`config.mk`:
```
export PLATFORM = sky130hd
export DESIGN_NAME = cnt_watch
export DESIGN_NICKNAME = d
export VERILOG_FILES = /design/src/rtl/cnt_watch.sv
export SDC_FILE = /design/constraint.sdc
export NUM_CORES = 1
export LEC_CHECK = 0
export CAP_MARGIN = 20
export CORE_MARGIN = 1.5
export CORE_UTILIZATION = 25
export CTS_BUF_LIST = sky130_fd_sc_hd__clkbuf_2 sky130_fd_sc_hd__clkbuf_4 sky130_fd_sc_hd__clkbuf_8
export DETAILED_ROUTE_END_ITERATION = 6
export SLEW_MARGIN = 10
export SYNTH_ARGS = -nofsm -noshare
export SYNTH_HDL_FRONTEND = slang
export SYNTH_SLANG_ARGS = --single-unit
```
`constraint.sdc`:
```
create_clock -name clk -period 2.5 [get_ports clk]
set_input_delay 0.625 -clock clk [delete_from_list [all_inputs] [get_ports clk]]
set_output_delay 0.625 -clock clk [all_outputs]
set_load 0.1 [all_outputs]
```
`src/rtl/cnt_watch.sv`:
```
// Watches an up/down counter stage: checks each step against the registered step code,
// flags wraps and counts them. Optional min/max range tracker enabled by CNT_WATCH_RANGE_EN.
module cnt_watch #(
    parameter int N  = 4,
    parameter int Nc = 2
) (
    input  logic          clk,
    input  logic          rst_n,
    input  logic [Nc-1:0] ctrl,
    input  logic [N-1:0]  cnt,
    input  logic          clr,
    output logic [N-1:0]  delta,
    output logic          valid,
    output logic          wrap_up,
    output logic          wrap_dn,
    output logic [7:0]    wrap_cnt,
    output logic          step_err,
    output logic [N-1:0]  cnt_min,
    output logic [N-1:0]  cnt_max
);

    typedef enum logic [1:0] {
        S_EMPTY,
        S_PRIMED,
        S_CHECK,
        S_FAULT
    } state_t;

    state_t      r_state;
    state_t      w_state_next;
    logic [N-1:0] r_prev;
    logic [1:0]   r_ctrl_q;
    logic [N-1:0] r_delta;
    logic         r_valid;
    logic         r_wrap_up;
    logic         r_wrap_dn;
    logic [7:0]   r_wrap_cnt;
    logic         r_step_err;

    logic [N-1:0] w_delta;
    logic [N-1:0] w_exp;
    logic         w_live;
    logic         w_err;
    logic         w_up;
    logic         w_dn;
    logic         w_step_err_next;

    // Expected step, sign-extended to N bits; only the low two code bits matter.
    always_comb begin
        w_exp = '0;
        case (r_ctrl_q)
            2'b00:   w_exp = '0;
            2'b01:   w_exp = N'(1);
            2'b10:   w_exp = {{(N-1){1'b1}}, 1'b0};
            default: w_exp = '1;
        endcase
    end

    assign w_delta = cnt - r_prev;
    assign w_live  = (r_state == S_CHECK) || (r_state == S_FAULT);
    assign w_err   = w_live && (w_delta != w_exp);
    assign w_up    = w_live && (r_ctrl_q == 2'b01) && (cnt < r_prev);
    assign w_dn    = w_live && r_ctrl_q[1] && (cnt > r_prev);

    always_comb begin
        w_state_next    = r_state;
        w_step_err_next = r_step_err;
        case (r_state)
            S_EMPTY:  w_state_next = S_PRIMED;
            S_PRIMED: w_state_next = S_CHECK;
            S_CHECK:  if (w_err) w_state_next = S_FAULT;
            default:  if (clr && !w_err) w_state_next = S_CHECK;
        endcase
        // A fresh error outranks a simultaneous clear.
        if (w_err)
            w_step_err_next = 1'b1;
        else if (clr)
            w_step_err_next = 1'b0;
    end

    always_ff @(posedge clk or negedge rst_n) begin
        if (!rst_n) begin
            r_state    <= S_EMPTY;
            r_prev     <= '0;
            r_ctrl_q   <= '0;
            r_delta    <= '0;
            r_valid    <= 1'b0;
            r_wrap_up  <= 1'b0;
            r_wrap_dn  <= 1'b0;
            r_wrap_cnt <= '0;
            r_step_err <= 1'b0;
        end else begin
            r_state    <= w_state_next;
            r_prev     <= cnt;
            r_ctrl_q   <= ctrl[1:0];
            r_step_err <= w_step_err_next;
            r_wrap_up  <= w_up;
            r_wrap_dn  <= w_dn;
            // Priming sample already has a valid previous value, so delta is meaningful from here.
            if (r_state != S_EMPTY) begin
                r_delta <= w_delta;
                r_valid <= 1'b1;
            end
            if (clr)
                r_wrap_cnt <= '0;
            else if ((w_up || w_dn) && (r_wrap_cnt != 8'hFF))
                r_wrap_cnt <= r_wrap_cnt + 8'd1;
        end
    end

    assign delta    = r_delta;
    assign valid    = r_valid;
    assign wrap_up  = r_wrap_up;
    assign wrap_dn  = r_wrap_dn;
    assign wrap_cnt = r_wrap_cnt;
    assign step_err = r_step_err;

`ifdef CNT_WATCH_RANGE_EN
    logic [N-1:0] r_cnt_min;
    logic [N-1:0] r_cnt_max;

    always_ff @(posedge clk or negedge rst_n) begin
        if (!rst_n) begin
            r_cnt_min <= '1;
            r_cnt_max <= '0;
        end else if (clr) begin
            r_cnt_min <= '1;
            r_cnt_max <= '0;
        end else if (r_state != S_EMPTY) begin
            if (cnt < r_cnt_min) r_cnt_min <= cnt;
            if (cnt > r_cnt_max) r_cnt_max <= cnt;
        end
    end

    assign cnt_min = r_cnt_min;
    assign cnt_max = r_cnt_max;
`else
    assign cnt_min = '0;
    assign cnt_max = '0;
`endif

endmodule

```
# Word level (Yosys, flattened, before mapping)
# Index checks and enable logic that the tools add are counted.
dict set report op_classes {
  n_reduce_logical 17
  n_eq_ne 8
  addsub 2
  muxes 8
  n_lt_le_gt_ge 2
}
# operator count
set ops {}
lappend ops {{$mux W8} 2}
lappend ops {{$pmux W4 S3} 1}
lappend ops {{$add A8 B1 Y8 const B} 1}
lappend ops {{$ne A8 B8 Y1 const B} 1}
lappend ops {{$logic_and A1 B1 Y1} 7}
lappend ops {{$eq A2 B2 Y1 const B} 3}
lappend ops {{$pmux W2 S3} 1}
lappend ops {{$reduce_bool A2 Y1} 3}
lappend ops {{$eq A2 B1 Y1 const B} 2}
lappend ops {{$gt A4 B4 Y1} 1}
lappend ops {{$logic_not A2 Y1} 2}
lappend ops {{$lt A4 B4 Y1} 1}
lappend ops {{$mux W2} 2}
lappend ops {{$ne A4 B4 Y1} 1}
lappend ops {{$reduce_bool A4 Y1} 1}
lappend ops {{$sub A4 B4 Y4} 1}
lappend ops {{$logic_or A1 B1 Y1} 2}
lappend ops {{$mux W1} 2}
lappend ops {{$ne A2 B2 Y1 const B} 1}
lappend ops {{$reduce_and A2 Y1} 1}
lappend ops {{$logic_not A1 Y1} 1}
dict set report totals {
  inputBits 9
  ff_bits 24
  elab_cells 46
  out_inout_bits 24
}

# Logic depth before layout (Yosys ltp)
dict set report depth {
  word_depth 8
  mapped_depth 10
  depth_no_buf 9
}

# Least setup slack after synthesis
# Ideal clock, no wire load.
dict set report synth_timing {
  path_kind {input-to-reg}
  from {input port cnt[0]}
  to {register r_wrap_cnt[7] (netlist: wrap_cnt[7])}
  required_time_ps 2368
  arrival_time_ps 2112
  n_path_buf 1
  path_slack_ps 256
  stages 10
  setup_ps 132
  path_cell_list {inv_1 -> ha_1 -> inv_1 -> fa_1 -> nand3_2 -> and3_1 -> buf_2 -> o2111ai_1 -> xnor2_1 -> nor2b_1}
}
dict set report synth_via {
  elab_chain_cells 5
  elab_cells_between_ends 7
  classes_between {2 x order compare; 5 x reduce/logical}
}
# element line
set synth_rtl {}
lappend synth_rtl {{start: declaration} 10} ;# input logic [N-1:0] cnt,
lappend synth_rtl {{$lt A4 B4 Y1} 62} ;# assign w_up = w_live && (r_ctrl_q == 2'b01) && (cnt < r_prev);
lappend synth_rtl {{$logic_and A1 B1 Y1} 62}
lappend synth_rtl {{named net w_up} 44} ;# logic w_up;
lappend synth_rtl {{$logic_or A1 B1 Y1} 106} ;# else if ((w_up || w_dn) && (r_wrap_cnt != 8'hFF))
lappend synth_rtl {{$logic_and A1 B1 Y1} 106}
lappend synth_rtl {{$reduce_bool A2 Y1 (no line)} n/a}
lappend synth_rtl {{end signal: assignment} 107} ;# r_wrap_cnt <= r_wrap_cnt + 8'd1;
lappend synth_rtl {{end: declaration} 37} ;# logic [7:0] r_wrap_cnt;
# The timed path passes the listed nets, and every way through them passes these cells.
# A chain may end at the register's enable or synchronous reset.

# Worst setup path after layout
dict set report layout_timing {
  from {input port cnt[1]}
  to {register r_wrap_cnt[2] (netlist: wrap_cnt[2])}
}
dict set report layout_via {
  elab_chain_cells 5
  elab_cells_between_ends 7
  classes_between {2 x order compare; 5 x reduce/logical}
}
# element line
set layout_rtl {}
lappend layout_rtl {{$gt A4 B4 Y1} 63} ;# assign w_dn = w_live && r_ctrl_q[1] && (cnt > r_prev);
lappend layout_rtl {{$logic_and A1 B1 Y1} 63}
lappend layout_rtl {{named net w_dn} 45} ;# logic w_dn;
lappend layout_rtl {{$logic_or A1 B1 Y1} 106}
lappend layout_rtl {{$logic_and A1 B1 Y1} 106}
lappend layout_rtl {{$reduce_bool A2 Y1 (no line)} n/a}
# The timed path passes the listed nets, and every way through them passes these cells.

==> results.ini <==
[power]
p_leak_uw = 0.0007234
peakVddDrop_uv = 312.7
p_per_area_mw_per_mm2 = 664.6

[detailed_routing]
wl_mm = 2.325
vias_per_cell = 4.533
vias = 902
drt_iter0_markers = 35
wl_per_cell_um = 11.68
drc = 0
drtPass1Iterations = 6
detail-route-antenna-nets = 0

[cells_and_area]
seq_area_um2 = 600.6
fillCellCount = 454
area.growth.synth_to_final_pct = 31.55
final_cell_count_no_fill = 199
multiInputGateArea_um2 = 530.5
drive_gt1_share_pct = 29.25
antenna_cells = 0
nets = 163

[global_route]
antenna_found_initial = 0
grt_max_degree = 25
overflow = 0
grtUsageTotal_pct = 9.398
grt_pass1_vias = 886
grt_pass1_wl_mm = 3.801

[yosys]
avgSynthCellArea_um2 = 10.75
ys_ff_latch = 24
yosysWarnings = 0
synth_top_area_share_pct = 50.31
syn_inst = 111
synthDistinctLibCells = 35
synthTopCellsByArea = dfrtp_1 50%, ha_1 5.2%, buf_4 5.0%
post-synth-top-area-cell = dfrtp_1
syn_area_mm2 = 0.001194
ys_seq_area_share_pct = 50.31

[die]
die_area_mm2 = 0.005198
row_count = 24
io_pins = 33
core_area_mm2 = 0.004474
initial_core_util_pct = 26.68
die_w_um = 72.10
die_h_um = 72.10

[worst_setup_path]
path_buf_inv = 1
path_max_fanout = 5
crit_path_cell_trace = clkdlybuf4s50_1 > ha_1 > and4_1 > a211oi_4 > o21ai_2 > or3_1 > a21oi_2
path_delay_family = simple AND/OR/NAND/NOR gates
crit_slowest_cell = clkdlybuf4s50_1
critical-path-max-stage-delay_ps = 490
worstSetupPathType = in -> reg
worst_ep_required_time_ps = 2700
arrival_ps = 2550
start_kind = input pin
end_kind = flop

[sta]
setup_ws_ps = 147.4
drv_slew = 0
fin_crit_sh_pct = 94.10
period_needed_ps = 2353
finalSetupTns_ps = 0
fmax_ghz = 0.4251
hold_viol = 0
rsz0062_at_grt = false
finalClockSkew_ps = 5.585
setup_viol_count_final = 0

[clock_network]
clkLatencyLatePin_ps = 260
clkTransAtPathRegs_ps = 80
cts_hold_buf = 0
numCtsBuffers = 3
cts_root_buf = clkbuf_8
cts_tree = yes
clk_path_buf_depth = 2
ctsHtreeMaxLevel = 1
clock_sinks = 24

[placement]
pre_cts_slack_ps = -240.5
place.gp.congestion = 0.7846
place.port_buffers = 24
placedCellCount = 195
dpl.hpwl_mm = 1.880

[min_path]
hp-class = reg -> reg

[job]
drv_cap = 0

[run_status]
status = completed

[cell usage in the layout, fill, tap and decap left out, drive strengths merged, types with 4 or more instances in the layout]
cell | netlist | layout
a21oi | 5 | 5
buf | 9 | 27
clkbuf | 1 | 4
clkdlybuf4s50 | 0 | 7
conb | 1 | 8
dfrtp | 24 | 24
ha | 5 | 5
inv | 9 | 9
nand2 | 6 | 6
nor2 | 7 | 7
o21ai | 8 | 8
xnor2 | 4 | 4
[metrics by stage]
stage,hold WS (ps),area [µm²],power (µW),utilization [%]
after floorplan,329.4,1220,702.4,-
after global placement,465.7,1499,786.2,33.50
after detailed placement,457.9,1499,791.6,33.50
after CTS,481.8,1554,1055,34.73
after global routing,498.2,1570,1091,35.10
final,479.4,1570,1044,35.10
[cell families (layout without fill, tap and decap cells)]
family,Yosys count,in the layout,synth area share [%]
other,1,8,0.3142
xor gates and xnor gates,7,7,5.136
and+or+nand+nor,30,30,13.63
muxes,3,3,2.621
adders and majority gates,6,6,6.918
AOI/OAI and AO/OA,21,21,12.47
DFF,24,24,50.31
buffers and inverters,19,48,8.595
[worst reg2reg max path, delay by kind of cell, from the launching register on]
family | cells | cell delay, ps
AO/OA/AOI/OAI | 3 | 580
adder cells (fa/ha/maj) | 2 | 390
buffers and inverters | 1 | 60
flip-flops | 1 | 370
AND/OR/NAND/NOR | 2 | 470
[worst paths after layout]
| check | from | endpoint | slack (ps) | cells after the start |
|---|---|---|---|---|
| max | cnt[1] | wrap_cnt[2] | 150 | 7 |
| min | valid | valid | 480 | 1 |
| max reg2reg | r_prev[0] | wrap_cnt[2] | 570 | 8 |
| min reg2reg | valid | valid | 480 | 1 |
| max in group asynchronous | rst_n | wrap_cnt[4] | 1550 | 2 |
| min in group asynchronous | rst_n | delta[1] | 720 | 2 |
[cell usage after synthesis]
library cell  instances
nor4b_1               1
or3_1                 2
nand3_2               1
buf_4                 8
and3_1                3
o2111ai_1             2
and4_1                1
mux2_2                1
inv_1                 9
buf_2                 1
nor2b_1               3
xnor2_1               4
conb_1                1
a211oi_1              2
nor2_1                7
a21oi_2               1
nand3b_1              1
and3b_1               1
ha_1                  5
fa_1                  1
clkbuf_1              1
nand3_1               2
o21ai_1               2
a31oi_1               1
dfrtp_1              24
nand2_1               6
a211oi_4              1
a21oi_1               4
o21ai_0               5
mux2i_1               2
o21ba_2               1
nor3_1                2
a22oi_1               1
o21ai_2               1
xor2_1                3
[final cells by class]
cell class,instances,area share [%]
clock buffers,4,3.506
flip-flops and latches,24,38.25
repair buffers,35,18.17
inverters,9,2.151
well taps,52,4.143
multi-input cells,75,33.78
[state kept, by name, indices dropped and copies added, names as in the netlist]
register  cells
r_prev        4
step_err      1
wrap_up       1
valid         1
wrap_dn       1
r_ctrl_q      2
r_state       2
wrap_cnt      8
delta         4
[power breakdown]
group	internal [µW]	switching, µW
registers	412	15.5
logic	94.9	261
clock network	141	120
[what timing repair did]
item                       CTS  global route
hold endpoints to repair     0             0
setup endpoints to repair    0             5
gates resized for setup      0             8
setup buffers                0             0
[metal layers]
layer / part of all wire, % / track usage (%) / wire (µm)
met1: 41 / 11.52 / 951
met2: 53 / 15.84 / 1227
met3: 5.1 / 2.083 / 118
met4: 1.2 / 4.193 / 28
met5: 0 / 0 / 0
No activity file was read; power rests on OpenSTA's default activity.
==> variant 1, RTL diff (config.mk and constraints unchanged) <==
Add a define of `CNT_WATCH_RANGE_EN`.
--- a/src/rtl/cnt_watch.sv
+++ b/src/rtl/cnt_watch.sv
@@ -1,5 +1,7 @@
 // Watches an up/down counter stage: checks each step against the registered step code,
 // flags wraps and counts them. Optional min/max range tracker enabled by CNT_WATCH_RANGE_EN.
+`define CNT_WATCH_RANGE_EN
+
 module cnt_watch #(
     parameter int N  = 4,
     parameter int Nc = 2
Formal check against the unedited RTL: not equivalent (Yosys sat finds a counterexample within 4 cycles, from zero or initial values and one cycle with rst_n low).
==> variant 1 against the original RTL <==
Synthesized cell count is 38% higher; sequential cell count rose by 8; setup slack got worse by 0.047 ns; worst hold slack got worse by 0.013 ns; wire length is 60% higher; fmax fell by 2.0%; area after synthesis increased by 38%; register-to-register slack got worse by 0.06 ns; total power up 53%; cell area grew 41%; largest cell class unchanged; highest routed layer unchanged.
==> variant 1: results (changes against the original RTL) <==
result of the run: finished clean
cell type group with the largest total delay on the critical path: simple AND/OR/NAND/NOR gates
DR pass1 iterations: 4 (-2)
antenna violations before repair: 0 (unchanged)
sequential element share of the synthesized area: 48.94% (-1.4 points)
Routed wire per std cell: 13.06 um (+12%)
maximum VDD drop: 0.0002950 V (-5.7%)
number of buffers inserted to repair setup after CTS: 1 (+1)
non-filler cells in the finished layout: 285 (+43%)
met2 GRT Util: 18.18% (+2.3 points)
total length of routed met3 wires: 162 um (+37%)
total of buffers placed on input and output ports: 32 (+33%)
vias per inst: 4.600 (+1.5%)
Clock Tree Root: clkbuf_8
GRT met3 Usage: 3.048% (+0.96 points)
vias in the first global route: 1397 (+58%)
TritonCTS buffer count: 5 (+2)
mux contribution to synthesized area: 5.015% (+2.4 points)
CP max FO: 7 (+2)
final setup skew: 0.008071 ns (+0.002486 ns)
compound-gate portion of the synthesized area: 16.72% (+4.2 points)
clock insertion delay at the later pin of the skew report: 0.29 ns (+0.03 ns)
GRT met1 Usage: 14.69% (+3.2 points)
number of resized instances in the post-cts repair step: 4 (+4)
max FFs per register: 8 (unchanged)
CP peak stage delay: 0.51 ns (+0.02 ns)
Synth cell types: 43 (+23%)
global-route usage over all layers: 11.52% (+2.1 points)
routed length on met1: 1704 um (+79%)
commonest cells in the netlist: 28 x dfrtp_1, 19 x inv_1, 12 x ha_1, 12 x nor2_1, 9 x o211ai_1
top routing layer in use: met4
proportion of synthesized flip-flops having asynchronous set or reset: 100.0% (unchanged)
net count after synthesis: 175
largest net degree at the start of global routing: 33 (+32%)
worst slew pin tran: 0.5009 ns
cell count after placement: 276 (+42%)
CP max-delay cell: clkdlybuf4s50_1
H-tree level count: 2 (+1)
total number of nets in the final design: 229 (+40%)
layout cells sized above 1: 30.77% (+1.5 points)
Leakage: 0.001072 uW (+48%)
Final Wtd Congestion: 0.8010 (+2.1%)
violation count after the first detailed-route iteration: 69 (+97%)
fraction of synthesized cell area in xor and xnor cells: 2.128% (-3.0 points)
count of yosys warnings during synthesis: 0 (unchanged)
top cells by area in the synthesized netlist: dfrtp_1 43%, ha_1 9.1%, dfstp_2 6.4%
Placement Cell Area: 2115 um2 (+41%)
Reg clk slew, reported paths: 0.06 ns (-0.02 ns)
post-synthesis adder-cell area fraction: 10.33% (+3.4 points)
post-placement worst setup slack: -0.3224 ns (-0.08193 ns)
gate count of the mapped netlist: 153 (+38%)
half-perimeter wire length of the detailed placement result: 2821 um (+50%)
first-pass GRT wire length: 6444 um (+70%)
data arrival time at the worst-slack endpoint: 2.62 ns (+0.07 ns)
Antenna diodes: 0 (unchanged)
met2 routed wirelength: 1775 um (+45%)
[variant 1: cell types whose count changed in the layout (fill, tap and decap cells not counted), moves of 3 or more]
cell	delta
dfrtp_1	+4
o211ai_1	+9
conb_1	-8
buf_4	+14
ha_1	+7
dfstp_2	+4
nand3_1	+3
mux2i_1	+4
nor2_1	+5
inv_1	+10
[variant 1: final timing paths]
kind                            depth (start not counted)                      end                start  slack [ns]
worst min-delay path                                    1        valid$_DFFE_PN0P_    valid$_DFFE_PN0P_        0.47
worst min register to register                          1        valid$_DFFE_PN0P_    valid$_DFFE_PN0P_        0.47
worst max register to register                          8  wrap_cnt[3]$_DFFE_PN0P_  r_prev[0]$_DFF_PN0_        0.51
worst max-delay path                                    7  wrap_cnt[3]$_DFFE_PN0P_               cnt[1]         0.1
min in group asynchronous                               2     delta[0]$_DFFE_PN0P_                rst_n        0.75
max in group asynchronous                               2   cnt_min[1]$_DFFE_PN1P_                rst_n        1.42
[variant 1: power by group]
part | switching, uW | total, uW | leakage (uW) | internal (uW)
Clock | 188 | 405 | 0.0000491 | 217
Sequential | 31.0 | 599 | 0.000384 | 568
Combinational | 420 | 594 | 0.000639 | 174
Total | 639 | 1600 | 0.00107 | 958
[variant 1: layout make-up]
cell class / count / area, um2
Multi-Input combinational cell: 99 / 767.0
Fill cell: 644 / 4130
Sequential cell: 32 / 805.8
Clock inverter: 1 / 5.005
Timing Repair Buffer: 49 / 386.6
Tap cell: 77 / 96.34
Clock buffer: 7 / 83.83
Inverter: 20 / 75.07
[variant 1: logic make-up (layout without fill, tap and decap cells)]
logic type / Yosys count / count (layout)
AOI/OAI and AO/OA: 36 / 36
muxes: 8 / 8
and+or+nand+nor: 38 / 38
xor gates and xnor gates: 4 / 4
adders and majority gates: 13 / 13
buffers and inverters: 22 / 77
DFF: 32 / 32
==> variant 2, RTL diff (same settings) <==
Without the edit above. Put one more register stage on the output `wrap_up`, cleared by the reset. The value now appears one clock later. The other outputs are not delayed to match.
--- a/src/rtl/cnt_watch.sv
+++ b/src/rtl/cnt_watch.sv
@@ -110,7 +110,13 @@
 
     assign delta    = r_delta;
     assign valid    = r_valid;
-    assign wrap_up  = r_wrap_up;
+    always_ff @(posedge clk or negedge rst_n) begin
+        if (!rst_n) begin
+            wrap_up <= '0;
+        end else begin
+            wrap_up <= r_wrap_up;
+        end
+    end
     assign wrap_dn  = r_wrap_dn;
     assign wrap_cnt = r_wrap_cnt;
     assign step_err = r_step_err;
Formal check against the unedited RTL: not equivalent (a bounded check fails within 4 cycles, from zero or initial values and one cycle with rst_n low).
==> variant 2 against the original RTL <==
Wire length decreased by 0.82%; register-to-register slack worse by 0.02 ns; area after synthesis increased by 2.0%; cell area is 4.1% higher; synthesized cell count rose by 2.7%; total power grew 2.5%; sequential cell count up 1; setup slack worse by 0.028 ns; highest routed layer unchanged.
==> variant 2: results (changes against the original RTL) <==
result of the run: finished clean
min-delay src: r_wrap_up$_DFF_PN0_
layout cells sized above 1: 30.92% (+1.7 points)
synthesized area per cell: 10.68 um2 (-0.69%)
Placement Cell Area: 1530 um2 (+2.1%)
fin crit share: 95.24% (+1.1 points)
# fillers: 493 (+8.6%)
commonest cells in the netlist: 25 x dfrtp_1, 9 x buf_4, 9 x o21ai_0, 8 x a21oi_1, 8 x inv_1
data arrival time at the worst-slack endpoint: 2.59 ns (+0.04 ns)
Setup crit end: wrap_cnt[5]$_DFFE_PN0P_
global-route usage over all layers: 9.945% (+0.55 points)
CP max FO: 8 (+3)
sequential element share of the synthesized area: 51.39% (+1.1 points)
first-pass GRT wire length: 4008 um (+5.4%)
largest net degree at the start of global routing: 26 (+4.0%)
vias in the first global route: 916 (+3.4%)
critical path startpoint: cnt[3]
post-placement worst setup slack: -0.3495 ns (-0.1090 ns)
non-filler cells in the finished layout: 206 (+3.5%)
Min Hold Slack: 0.3547 ns (-0.1247 ns)
register-to-register setup slack: 0.55 ns (-0.02 ns)
maximum VDD drop: 0.0002374 V (-24%)
Hold Path Cell Cnt: 0 (-1)
total number of nets in the final design: 168 (+3.1%)
Hold Path Sink: wrap_up$_DFF_PN0_
cell count after placement: 201 (+3.1%)
vias per inst: 4.296 (-5.2%)
Routed wire per std cell: 11.19 um (-4.2%)
Synth cell types: 28 (-20%)
top cells by area in the synthesized netlist: dfrtp_1 51%, buf_4 5.5%, ha_1 5.1%
[variant 2: changes by cell type after synthesis, sizes merged, moves of 2 or more]
| cell | before | now |
|---|---|---|
| or3 | 2 | 4 |
| a21oi | 5 | 8 |
| nand3 | 3 | 5 |
| a211oi | 3 | 1 |
[variant 2: report_power, final]
group	switching, uW	leakage, uW	internal [uW]
clock	130	0.0000262	125
combinational	265	0.000435	104
sequential	16.5	0.000303	429
total	412	0.000763	658
[variant 2: per-layer routing]
layer  wire, um  share of wire, %  GRT usage (%)
met1        957                42          10.63
met2       1206                52          17.94
met3         81               3.5          1.796
met4         61               2.6          6.289
met5          0                 0              0
[variant 2: kinds of logic after synthesis]
kind of cell,share of synthesized area (%)
adder cells (fa/ha/maj),6.783
XOR/XNOR,4.317
flip-flops,51.39
AND/OR/NAND/NOR,14.70
AO/OA/AOI/OAI,11.61
other,0.3080
multiplexers,2.569
buffers and inverters,8.324
[variant 2: stage by stage]
stage	total power [uW]	setup TNS, ns
after global routing	1115	0
after floorplan	722.5	0
after global placement	808.4	-1.796
final	1069	0
after detailed placement	812.8	-2.322
after CTS	1074	0
[variant 2: final cells by class]
type | instances | area (um2) | share of cell area (%)
clock buffers | 4 | 48.80 | 2.984
inverters | 8 | 30.03 | 1.836
multi-input cells | 78 | 563.0 | 34.43
flip-flops and latches | 25 | 625.6 | 38.26
well taps | 54 | 67.56 | 4.132
repair buffers | 37 | 300.3 | 18.36
[variant 2: what timing repair did]
item,4_1_cts,5_1_grt
setup endpoints to repair,4,5
buffers inserted,0,1
pin swaps,0,8
gates resized for setup,2,11
